File: src/rtl/stopwatch_controller_if.sv
// Signal bundle between the board buttons / tenth-second counter and the
// stopwatch sequencing controller.
interface stopwatch_controller_if;
  logic        btn_start;
  logic        btn_lap;
  logic        btn_clear;
  logic [13:0] count_in;
  logic        count_enable;
  logic        count_clear;
  logic [13:0] display;
  logic        running;
  logic        lap_active;
  logic        overflow;

  modport master (
    output btn_start, btn_lap, btn_clear, count_in,
    input  count_enable, count_clear, display, running, lap_active, overflow
  );

  modport slave (
    input  btn_start, btn_lap, btn_clear, count_in,
    output count_enable, count_clear, display, running, lap_active, overflow
  );
endinterface

File: src/rtl/stopwatch_controller.sv
// Stopwatch sequencer: debounces start/lap/clear, runs the IDLE/RUN/RUN_LAP/
// PAUSE/FULL state machine and drives counter enable/clear and the display.
module stopwatch_controller #(
  parameter int DEBOUNCE_TICKS = 1_000_000,
  parameter int MAX_COUNT      = 9999
) (
  input logic                   clk_i,
  input logic                   rst_i,
  stopwatch_controller_if.slave bus_io
);

  localparam int              CW     = $clog2(DEBOUNCE_TICKS + 1);
  localparam logic [CW-1:0]   RELOAD = CW'(DEBOUNCE_TICKS - 1);
  localparam logic [13:0]     MAX_Q  = 14'(MAX_COUNT);

  typedef enum logic [2:0] {S_IDLE, S_RUN, S_RUN_LAP, S_PAUSE, S_FULL} state_t;

  // Button index: 0 = start, 1 = lap, 2 = clear
  logic [2:0]    raw;
  logic [2:0]    sync1_q, sync2_q;
  logic [2:0]    deb_q, deb_d, deb_prev_q, strb_q;
  logic [CW-1:0] cnt_q [3];
  logic [CW-1:0] cnt_d [3];

  assign raw = {bus_io.btn_clear, bus_io.btn_lap, bus_io.btn_start};

  // Counter sits at RELOAD while the sync level matches the accepted level,
  // so any bounce back to the old level restarts the stability window.
  always_comb begin
    deb_d = deb_q;
    for (int i = 0; i < 3; i++) begin
      cnt_d[i] = cnt_q[i];
      if (sync2_q[i] == deb_q[i]) begin
        cnt_d[i] = RELOAD;
      end else if (cnt_q[i] == '0) begin
        deb_d[i] = sync2_q[i];
        cnt_d[i] = RELOAD;
      end else begin
        cnt_d[i] = cnt_q[i] - 1'b1;
      end
    end
  end

  always_ff @(posedge clk_i or posedge rst_i) begin
    if (rst_i) begin
      sync1_q    <= '0;
      sync2_q    <= '0;
      deb_q      <= '0;
      deb_prev_q <= '0;
      strb_q     <= '0;
      for (int i = 0; i < 3; i++) cnt_q[i] <= '0;
    end else begin
      sync1_q    <= raw;
      sync2_q    <= sync1_q;
      deb_q      <= deb_d;
      deb_prev_q <= deb_q;
      strb_q     <= deb_q & ~deb_prev_q;
      cnt_q      <= cnt_d;
    end
  end

  logic st, lp, clr, at_max;
  assign st     = strb_q[0];
  assign lp     = strb_q[1];
  assign clr    = strb_q[2];
  assign at_max = (bus_io.count_in >= MAX_Q);

  state_t      state_q, state_d;
  logic [13:0] lap_q, lap_d, display_q, display_d;
  logic        count_enable_q, count_enable_d, count_clear_q, count_clear_d;

  always_ff @(posedge clk_i or posedge rst_i) begin
    if (rst_i) begin
      state_q        <= S_IDLE;
      lap_q          <= '0;
      display_q      <= '0;
      count_enable_q <= 1'b0;
      count_clear_q  <= 1'b0;
    end else begin
      state_q        <= state_d;
      lap_q          <= lap_d;
      display_q      <= display_d;
      count_enable_q <= count_enable_d;
      count_clear_q  <= count_clear_d;
    end
  end

  // Overflow beats every strobe; among strobes, the first valid one acts.
  always_comb begin
    state_d = state_q;
    unique case (state_q)
      S_IDLE:    if (clr) state_d = S_IDLE;
                 else if (st) state_d = S_RUN;
      S_RUN:     if (at_max) state_d = S_FULL;
                 else if (st) state_d = S_PAUSE;
                 else if (lp) state_d = S_RUN_LAP;
      S_RUN_LAP: if (at_max) state_d = S_FULL;
                 else if (clr) state_d = S_RUN;
                 else if (st) state_d = S_PAUSE;
                 else if (lp) state_d = S_RUN_LAP;
      S_PAUSE:   if (clr) state_d = S_IDLE;
                 else if (st) state_d = S_RUN;
      S_FULL:    if (clr) state_d = S_IDLE;
      default:   state_d = S_IDLE;
    endcase
  end

  always_comb begin
    count_enable_d = (state_d == S_RUN) || (state_d == S_RUN_LAP);
    count_clear_d  = clr && (state_d == S_IDLE);
    lap_d          = (lp && state_d == S_RUN_LAP) ? bus_io.count_in : lap_q;
    if (state_q == S_RUN_LAP)
      display_d = lap_q;
    else if (state_q == S_FULL && at_max)
      display_d = MAX_Q;
    else
      display_d = bus_io.count_in;
  end

  assign bus_io.count_enable = count_enable_q;
  assign bus_io.count_clear  = count_clear_q;
  assign bus_io.display      = display_q;
  assign bus_io.running      = (state_q == S_RUN) || (state_q == S_RUN_LAP);
  assign bus_io.lap_active   = (state_q == S_RUN_LAP);
  assign bus_io.overflow     = (state_q == S_FULL);

endmodule
File: src/flat_wrapper.sv
// flat-port wrapper written by rule: the top's interface ports become plain ports
module stopwatch_controller_flat 
#(
  parameter int DEBOUNCE_TICKS = 1_000_000,
  parameter int MAX_COUNT      = 9999
)
  (clk_i, rst_i, bus_io_btn_start, bus_io_btn_lap, bus_io_btn_clear, bus_io_count_in, bus_io_count_enable, bus_io_count_clear, bus_io_display, bus_io_running, bus_io_lap_active, bus_io_overflow);
  stopwatch_controller_if bus_io_i ();
  input logic clk_i;
  input logic rst_i;
  input wire logic [$bits(bus_io_i.btn_start)-1:0] bus_io_btn_start;
  input wire logic [$bits(bus_io_i.btn_lap)-1:0] bus_io_btn_lap;
  input wire logic [$bits(bus_io_i.btn_clear)-1:0] bus_io_btn_clear;
  input wire logic [$bits(bus_io_i.count_in)-1:0] bus_io_count_in;
  output wire logic [$bits(bus_io_i.count_enable)-1:0] bus_io_count_enable;
  output wire logic [$bits(bus_io_i.count_clear)-1:0] bus_io_count_clear;
  output wire logic [$bits(bus_io_i.display)-1:0] bus_io_display;
  output wire logic [$bits(bus_io_i.running)-1:0] bus_io_running;
  output wire logic [$bits(bus_io_i.lap_active)-1:0] bus_io_lap_active;
  output wire logic [$bits(bus_io_i.overflow)-1:0] bus_io_overflow;
  assign bus_io_i.btn_start = bus_io_btn_start;
  assign bus_io_i.btn_lap = bus_io_btn_lap;
  assign bus_io_i.btn_clear = bus_io_btn_clear;
  assign bus_io_i.count_in = bus_io_count_in;
  assign bus_io_count_enable = bus_io_i.count_enable;
  assign bus_io_count_clear = bus_io_i.count_clear;
  assign bus_io_display = bus_io_i.display;
  assign bus_io_running = bus_io_i.running;
  assign bus_io_lap_active = bus_io_i.lap_active;
  assign bus_io_overflow = bus_io_i.overflow;
  stopwatch_controller #(.DEBOUNCE_TICKS(DEBOUNCE_TICKS), .MAX_COUNT(MAX_COUNT)) u_core (.clk_i(clk_i), .rst_i(rst_i), .bus_io(bus_io_i));
endmodule
File: config.mk
export PLATFORM = sky130hd
export DESIGN_NAME = stopwatch_controller_flat
export DESIGN_NICKNAME = d
export VERILOG_FILES = /design/src/rtl/stopwatch_controller_if.sv /design/src/rtl/stopwatch_controller.sv /design/src/flat_wrapper.sv
export SDC_FILE = /design/constraint.sdc
export NUM_CORES = 1
export LEC_CHECK = 0
export CORE_MARGIN = 5
export CORE_UTILIZATION = 60
export CTS_BUF_LIST = sky130_fd_sc_hd__clkbuf_8
export DETAILED_ROUTE_END_ITERATION = 6
export HOLD_SLACK_MARGIN = 0.06
export PLACE_DENSITY_LB_ADDON = 0.2
export SETUP_SLACK_MARGIN = 0.1
export SKIP_LAST_GASP = 1
export SLEW_MARGIN = 20
export SYNTH_ARGS = -nofsm -noshare
export SYNTH_HDL_FRONTEND = slang
export SYNTH_SLANG_ARGS = --single-unit
export TNS_END_PERCENT = 5
File: constraint.sdc
create_clock -name clk_i -period 4.9 [get_ports clk_i]
set_clock_uncertainty 0.1 [all_clocks]
set_input_delay 0.98 -clock clk_i [delete_from_list [all_inputs] [get_ports clk_i]]
set_output_delay 0.98 -clock clk_i [all_outputs]
set_load 0.01 [all_outputs]
==> results of run 1 <==
-- flip-flops by register name, indices dropped and copies added (netlist names) --
name                        cells
u_core.bus_io.count_clear       1
u_core.bus_io.count_enable      1
u_core.bus_io.display          14
u_core.cnt_q                   60
u_core.deb_prev_q               3
u_core.deb_q                    3
u_core.lap_q                   14
u_core.state_q                  3
u_core.strb_q                   3
u_core.sync1_q                  3
u_core.sync2_q                  3
-- layout by cell type (no fill, tap or decap), drive strengths merged, types with 11 or more instances in the layout --
master,Yosys,layout
nor3,12,12
nor4,11,11
clkdlybuf4s50,0,37
inv,12,15
nand2,55,55
mux2,17,17
nor2,44,44
xor2,27,27
dfrtp,108,108
xnor2,26,26
nand3,13,13
-- kinds of logic (layout without fill, tap and decap cells) --
logic type	after synthesis	after routing	share of synthesized area, %
and+or+nand+nor	188	188	21.2
DFF	108	108	56.3
xor gates and xnor gates	53	53	9.68
AOI/OAI and AO/OA	29	29	4.85
muxes	17	17	4.77
buffers and inverters	17	66	1.56
adders and majority gates	6	6	1.56
-- critical path, stage by stage --
cell and delay, ns:
clkdlybuf4s50_1 0.47, or2_0 0.28, a211oi_2 0.35, nor3_2 0.12, o2111ai_2 0.83, mux2_2 0.42
-- power groups by stage --
stage	logic [mW]	clock network (mW)	registers [mW]
after floorplan	0.0399	0	0.933
after global placement	0.0835	0	0.931
after detailed placement	0.0847	0	0.932
after CTS	0.0851	0.559	0.915
after global routing	0.0932	0.596	0.917
final	0.0830	0.547	0.914
-- worst max-delay path by stage --
stage                                end  slack, ns
2_1_floorplan  u_core.bus_io.count_clear       0.97
3_3_place_gp            u_core.lap_q[10]       1.33
3_5_place_dp            u_core.lap_q[10]       1.27
4_1_cts                 u_core.lap_q[10]       1.64
5_1_grt                 u_core.lap_q[11]       1.55
6_report                u_core.lap_q[10]       1.61
-- layer usage --
metal	global-route usage (%)	vias up	share of wire [%]
li1	-	1508	-
met1	24.5	1538	47
met2	29.9	54	48
met3	4.07	12	3.5
met4	5.67	0	1.6
met5	0	-	0
-- metrics by stage --
stage	hold WS (ns)	utilization [%]	std cells	instance area (µm²)
finish	0.258	70.5	569	5480
global route	0.283	70.5	569	5480
CTS	0.259	70.5	569	5470
detailed placement	0.235	67.9	553	5280
global placement	0.232	67.9	553	5280
floorplan	0.231	-	418	4800
-- cell type report --
type	instances	area [µm²]	share of cell area, %
clock inverters	7	75.1	1.37
repair buffers	38	378	6.90
well taps	102	128	2.33
flip-flops and latches	108	2700	49.3
multi-input cells	293	2020	36.9
clock buffers	9	124	2.26
inverters	12	50.0	0.914
==> qor.yml, run 1 <==
sta:
  min_period_ns: 3.29
  slew_headroom_pct: 33.3
  post-route-period-util_pct: 67.2
  fin_tns_setup_ns: 0
  setup_ws_ns: 1.61
  hold_violations: 0
  max_freq_mhz: 304
  slew_violations: 0
  tightest_slew_ns: 1.00
  rsz0062_at_grt: "no"
  finalSetupViolations: 0
cts:
  cts-root-buf: "clkbuf_8"
  cts_resized: 0
  cts.path.max_buffers: 2
  htreeDepth: 3
  cts_setup_buffers: 0
  insertion_delay_ns: 0.37
  path_clk_slew_ns: 0.10
  ctsHoldBuffers: 0
  cts_tree: "yes"
  cts_buffers: 9
  cts.sinks: 108
worst_hold_path:
  min-delay-start: "u_core.sync1_q[2]"
  worstHoldEndpoint: "u_core.sync2_q[2]"
  hp-class: "flip-flop to flip-flop"
  whs_path_depth: 0
critical_path:
  worstSetupPathType: "input pin to flip-flop"
  crit_path_start: "bus_io_count_in[12]"
  required_ns: 5.05
  startpoint_type: "input pin"
  r2r_start: "u_core.cnt_q[20]"
  cp_max_fo: 14
  crit_arrival_ns: 3.44
  rr_endpoint: "u_core.cnt_q[36]"
  worstSetupEndpointType: "flip-flop"
  ff2ff_setup_slack_ns: 2.46
  worstRegToRegCells: 7
route:
  routed_wl_mm: 8.30
  viasPerCell: 5.47
  wl_per_cell_um: 14.6
  ant_nets: 0
  drt_iter0_drc: 93
  num_vias: 3112
  route.detailed.drc: 0
  dr.pass1.iters: 4
synth:
  ys_types: 45
  yosys_warnings: 0
  yosysSeqAreaShare_pct: 56.3
  synth_area_leader_cell: "dfrtp_1"
  synth_top_area_share_pct: 56.3
  synth_common_cells: "dfrtp_1, nand2_1, nor2_1"
  synthFlopType: "dfrtp_1"
  async_reset_ff_share_pct: 100
  synth_area_leaders: "dfrtp_1, xor2_1, xnor2_1, nand2_1, nor2_1"
  avgSynthCellArea_um2: 11.5
  synth_nets: 443
  ys_ff_latch: 108
  syn_area_mm2: 0.00480
  syn_inst: 418
  synth_edf_count: 0
  synth_most_common_cell: "dfrtp_1"
global_route:
  track_usage_pct: 18.3
  grt_overflow: 0
  antenna_found_initial: 0
  grt_max_degree: 88
  grt_pass1_vias: 3298
  grt_pass1_wl_mm: 14.9
run:
  maxCapViolations: 0
power:
  powerDensity_mw_per_mm2: 282
  power_frac_seq_pct: 59.2
  swShare_pct: 23.5
  worst_ir_drop_vdd_mv: 0.193
  p_leak_nw: 2.27
  p_int_mw: 1.18
  pwr-share-comb_pct: 5.4
  clkPwrFrac_pct: 35.4
  p_total_mw: 1.54
  netSwitchingPower_mw: 0.364
floorplan:
  initial_utilization_pct: 61.8
  rows: 32
  design.die.area_mm2: 0.00988
  die_y_um: 99.4
  die_w_um: 99.4
  design.core.area_mm2: 0.00777
  io-pin-count: 38
finish:
  drive_gt1_share_pct: 11.8
  fillers: 570
  nets: 487
  num_antenna_cells: 0
  syn_to_final_growth_pct: 14.2
placed_design:
  dp_hpwl_mm: 5.65
  post-place-ws_ns: 1.27
  numPortBuffers: 37
  routabilityCongestion: 0.775
run_status:
  run_status: "finished clean"
Note: power is estimated with default switching activity, not from simulation.
==> run 2, diff against run 1 <==
==> constraint.sdc (replaced) <==
create_clock -name clk_i -period 3.2 [get_ports clk_i]
set_clock_uncertainty 0.1 [all_clocks]
set_input_delay 0.64 -clock clk_i [delete_from_list [all_inputs] [get_ports clk_i]]
set_output_delay 0.64 -clock clk_i [all_outputs]
set_load 0.01 [all_outputs]
==> run 2 against run 1 <==
Power increased by 48%; sequential share of layout area decreased by 0.44 points; sequential power increased by 53%.
==> qor.yml, run 2 (synthesis results as in run 1) <==
sta:
  slew_violations: 0
  max_freq_mhz: 353
  rsz0062_at_grt: "no"
  fin_tns_setup_ns: 0
  finalSetupViolations: 0
  min_period_ns: 2.83
  tightest_slew_ns: 0.876
  slew_headroom_pct: 41.4
  post-route-period-util_pct: 88.5
  hold_violations: 0
global_route:
  grt_pass1_vias: 3222
  grt_overflow: 0
  grt_pass1_wl_mm: 14.8
  antenna_found_initial: 0
  grt_max_degree: 30
  track_usage_pct: 18.4
placed_design:
  dp_hpwl_mm: 5.99
  routabilityCongestion: 0.829
  dpl.cell_count: 558
  numPortBuffers: 37
floorplan:
  design.core.area_mm2: 0.00777
  design.die.area_mm2: 0.00988
  die_y_um: 99.4
  initial_utilization_pct: 61.8
  die_w_um: 99.4
  rows: 32
  io-pin-count: 38
cts:
  cts_resized: 0
  path_clk_slew_ns: 0.09
  cts_setup_buffers: 0
  cts_buffers: 9
  cts_tree: "yes"
  htreeDepth: 3
  ctsHoldBuffers: 0
  insertion_delay_ns: 0.36
  cts-root-buf: "clkbuf_8"
  cts.path.max_buffers: 2
  cts.sinks: 108
critical_path:
  worstSetupEndpointType: "primary output"
  worstSetupPathType: "flip-flop to primary output"
  cp_max_fo: 10
  crit_arrival_ns: 2.09
  startpoint_type: "flip-flop"
  required_ns: 2.46
finish:
  multi_input_area_mm2: 0.00202
  largest_reg_flops: 60
  regMostFlops: "u_core.cnt_q"
  mostFrequentLayoutCell: "dfrtp_1"
  syn_to_final_growth_pct: 15.2
  fillers: 548
  final_cells: 572
  num_antenna_cells: 0
  nets: 492
  drive_gt1_share_pct: 12.6
  regArea_mm2: 0.00270
  mostFrequentLayoutCells: "dfrtp_1, nand2_1, nor2_1"
route:
  num_vias: 3100
  wl_per_cell_um: 14.5
  route.detailed.drc: 0
  drt_iter0_drc: 104
  dr.pass1.iters: 4
  routed_wl_mm: 8.27
  ant_nets: 0
  viasPerCell: 5.42
power:
  powerDensity_mw_per_mm2: 413
  p_leak_nw: 2.29
  worst_ir_drop_vdd_mv: 0.249
run:
  maxCapViolations: 0
run_status:
  run_status: "finished clean"
worst_hold_path:
  hp-class: "flip-flop to flip-flop"
[run 2: path summary, 6_finish.rpt]
kind | from | to | slack, ns | depth (start not counted)
setup / recovery | u_core.state_q[0] | bus_io_lap_active | 0.37 | 4
hold / removal | u_core.sync1_q[2] | u_core.sync2_q[2] | 0.26 | 0
setup reg to reg | u_core.cnt_q[40] | u_core.cnt_q[56] | 0.83 | 7
hold reg to reg | u_core.sync1_q[2] | u_core.sync2_q[2] | 0.26 | 0
max in group asynchronous | rst_i | u_core.cnt_q[18] | 1.77 | 3
min in group asynchronous | rst_i | u_core.bus_io.count_enable | 0.61 | 2
[run 2: per-stage QoR]
| stage | total power [mW] | hold WS [ns] | worst slack, ns | util (%) | area, µm² |
|---|---|---|---|---|---|
| floorplan | 1.49 | 0.231 | 0.815 | - | 4800 |
| global placement | 1.56 | 0.232 | 0.268 | 68.9 | 5350 |
| detailed placement | 1.56 | 0.236 | 0.210 | 68.9 | 5350 |
| CTS | 2.32 | 0.258 | 0.354 | 71.1 | 5530 |
| global route | 2.40 | 0.269 | 0.247 | 71.1 | 5530 |
| finish | 2.28 | 0.255 | 0.369 | 71.1 | 5530 |
[run 2: cell type report]
type	instances	share of cell area [%]
flip-flops and latches	108	48.9
multi-input cells	293	36.5
repair buffers	43	8.20
clock buffers	11	2.74
well taps	102	2.31
inverters	12	0.883
clock inverters	3	0.408
[run 2: per-layer routing]
metal | global-route usage (%) | wire, µm | up-vias
li1 | - | - | 1511
met1 | 24.8 | 3800 | 1538
met2 | 30.1 | 4090 | 44
met3 | 5.12 | 311 | 7
met4 | 3.89 | 66 | 0
met5 | 0 | 0 | -
[run 2: critical path: stages (launching register included)]
cell,delay (ns)
dfrtp_1,0.41
nand2b_1,0.19
or2_2,0.39
inv_2,0.18
clkdlybuf4s50_1,0.56
[run 2: power breakdown]
part | internal [mW] | switching [mW]
clock network | 0.320 | 0.430
registers | 1.39 | 0.0142
logic | 0.0608 | 0.0725
==> run 3, diff against run 2 <==
--- a/config.mk
+++ b/config.mk
@@ -5,6 +5,7 @@
 export SDC_FILE = /design/constraint.sdc
 export NUM_CORES = 1
 export LEC_CHECK = 0
+export CORE_ASPECT_RATIO = 1.2
 export CORE_MARGIN = 5
 export CORE_UTILIZATION = 60
 export CTS_BUF_LIST = sky130_fd_sc_hd__clkbuf_8
==> run 3 against run 2 <==
Fmax down 1.3%; final cell count is 1.6% lower; combinational power hardly changed; via count up 1.4%; critical path type unchanged; sequential share of layout area decreased by 0.35 points; critical endpoint unchanged.
==> qor.yml, run 3 (synthesis results as in run 1) <==
finish:
  syn_to_final_growth_pct: 16.0
  utilization_pct: 71.8
  drive_gt1_share_pct: 12.7
  mostFrequentLayoutCells: "dfrtp_1, nand2_1, nor2_1"
  num_antenna_cells: 0
  design_area_mm2: 0.00557
  regMostFlops: "u_core.cnt_q"
  final_cells: 563
  mostFrequentLayoutCell: "dfrtp_1"
  largest_reg_flops: 60
  nets: 491
critical_path:
  ff2ff_setup_slack_ns: 0.77
  worstSetupEndpointType: "primary output"
  worstRegToRegCells: 7
  slowest_stage: "clkdlybuf4s50_1"
  required_ns: 2.46
  crit_chain: "nand2b_1 -> or2_2 -> inv_2 -> clkdlybuf4s50_1"
  rr_endpoint: "u_core.cnt_q[36]"
  cp_max_fo: 10
  worstSetupPathType: "flip-flop to primary output"
  r2r_start: "u_core.cnt_q[20]"
  max_stage_delay_ns: 0.56
  crit_arrival_ns: 2.13
  startpoint_type: "flip-flop"
global_route:
  grt_pass1_vias: 3363
  track_usage_pct: 19.5
  grt_pass1_wl_mm: 15.4
  grt_overflow: 0
  grt_max_degree: 37
  antenna_found_initial: 0
sta:
  fin_tns_setup_ns: 0
  max_freq_mhz: 349
  post-route-period-util_pct: 89.6
  min_period_ns: 2.87
  rsz0062_at_grt: "no"
  finalSetupViolations: 0
  whs_ns: 0.255
  setup_ws_ns: 0.332
  slew_violations: 0
  hold_violations: 0
  tightest_slew_ns: 0.889
  slew_headroom_pct: 40.3
route:
  num_vias: 3144
  ant_nets: 0
  drt_iter0_drc: 79
  viasPerCell: 5.58
  dr.pass1.iters: 4
  wl_per_cell_um: 15.2
  route.detailed.drc: 0
  routed_wl_mm: 8.54
cts:
  cts_setup_buffers: 0
  cts_buffers: 9
  path_clk_slew_ns: 0.10
  cts-root-buf: "clkbuf_8"
  ctsHoldBuffers: 0
  cts.path.max_buffers: 2
  cts_tree: "yes"
  cts.sinks: 108
  htreeDepth: 3
  cts_resized: 0
  insertion_delay_ns: 0.37
worst_hold_path:
  min-delay-start: "u_core.sync1_q[1]"
  hp-class: "flip-flop to flip-flop"
  whs_path_depth: 0
  worstHoldEndpoint: "u_core.sync2_q[1]"
floorplan:
  design.core.area_mm2: 0.00775
  io-pin-count: 38
  rows: 35
  design.die.area_mm2: 0.00989
  initial_utilization_pct: 61.9
  die_y_um: 108
  die_w_um: 91.6
placed_design:
  dpl.cell_count: 547
  routabilityCongestion: 0.807
  dp_hpwl_mm: 6.10
  dpl_cell_area_mm2: 0.00532
  post-place-ws_ns: 0.225
  numPortBuffers: 37
power:
  p_leak_nw: 2.31
  worst_ir_drop_vdd_mv: 0.285
  p_total_mw: 2.52
  powerDensity_mw_per_mm2: 454
run_status:
  run_status: "finished clean"
run:
  maxCapViolations: 0
[run 3: changes by cell type in the layout (fill, tap and decap cells not counted), sizes merged]
cell / before / now
clkbuf: 11 / 10
buf: 6 / 5
bufinv: 0 / 3
[run 3: layer usage]
metal	wire (µm)	GRT usage, %
met5	0	0
met3	271	3.83
met1	3710	24.4
met2	4410	33.6
met4	145	7.00
[run 3: cell type report]
type                    count  area [µm²]
clock buffers              10         138
clock inverters             6         109
fillers                   557        2190
inverters                  12        48.8
multi-input cells         293        2020
flip-flops and latches    108        2700
well taps                  92         115
repair buffers             42         433
[run 3: worst max-delay path by stage]
stage	cells past startpoint	end	startpoint
6_report	4	bus_io_lap_active	u_core.state_q[0]
5_1_grt	4	bus_io_lap_active	u_core.state_q[0]
4_1_cts	4	bus_io_lap_active	u_core.state_q[0]
3_5_place_dp	7	u_core.lap_q[11]	bus_io_count_in[6]
3_3_place_gp	7	u_core.lap_q[10]	bus_io_count_in[6]
2_1_floorplan	6	u_core.lap_q[0]	bus_io_count_in[6]
[run 3: worst max-delay path: cells and delay by family, from the launching register on]
family / cells / cell delay [ns]
buffers and inverters: 2 / 0.75
and+or+nand+nor: 2 / 0.60
DFF: 1 / 0.41
[run 3: report_power, final]
group / switching (mW) / total (mW) / internal [mW]
Clock: 0.451 / 0.992 / 0.541
Sequential: 0.0150 / 1.40 / 1.39
Combinational: 0.0724 / 0.132 / 0.0593
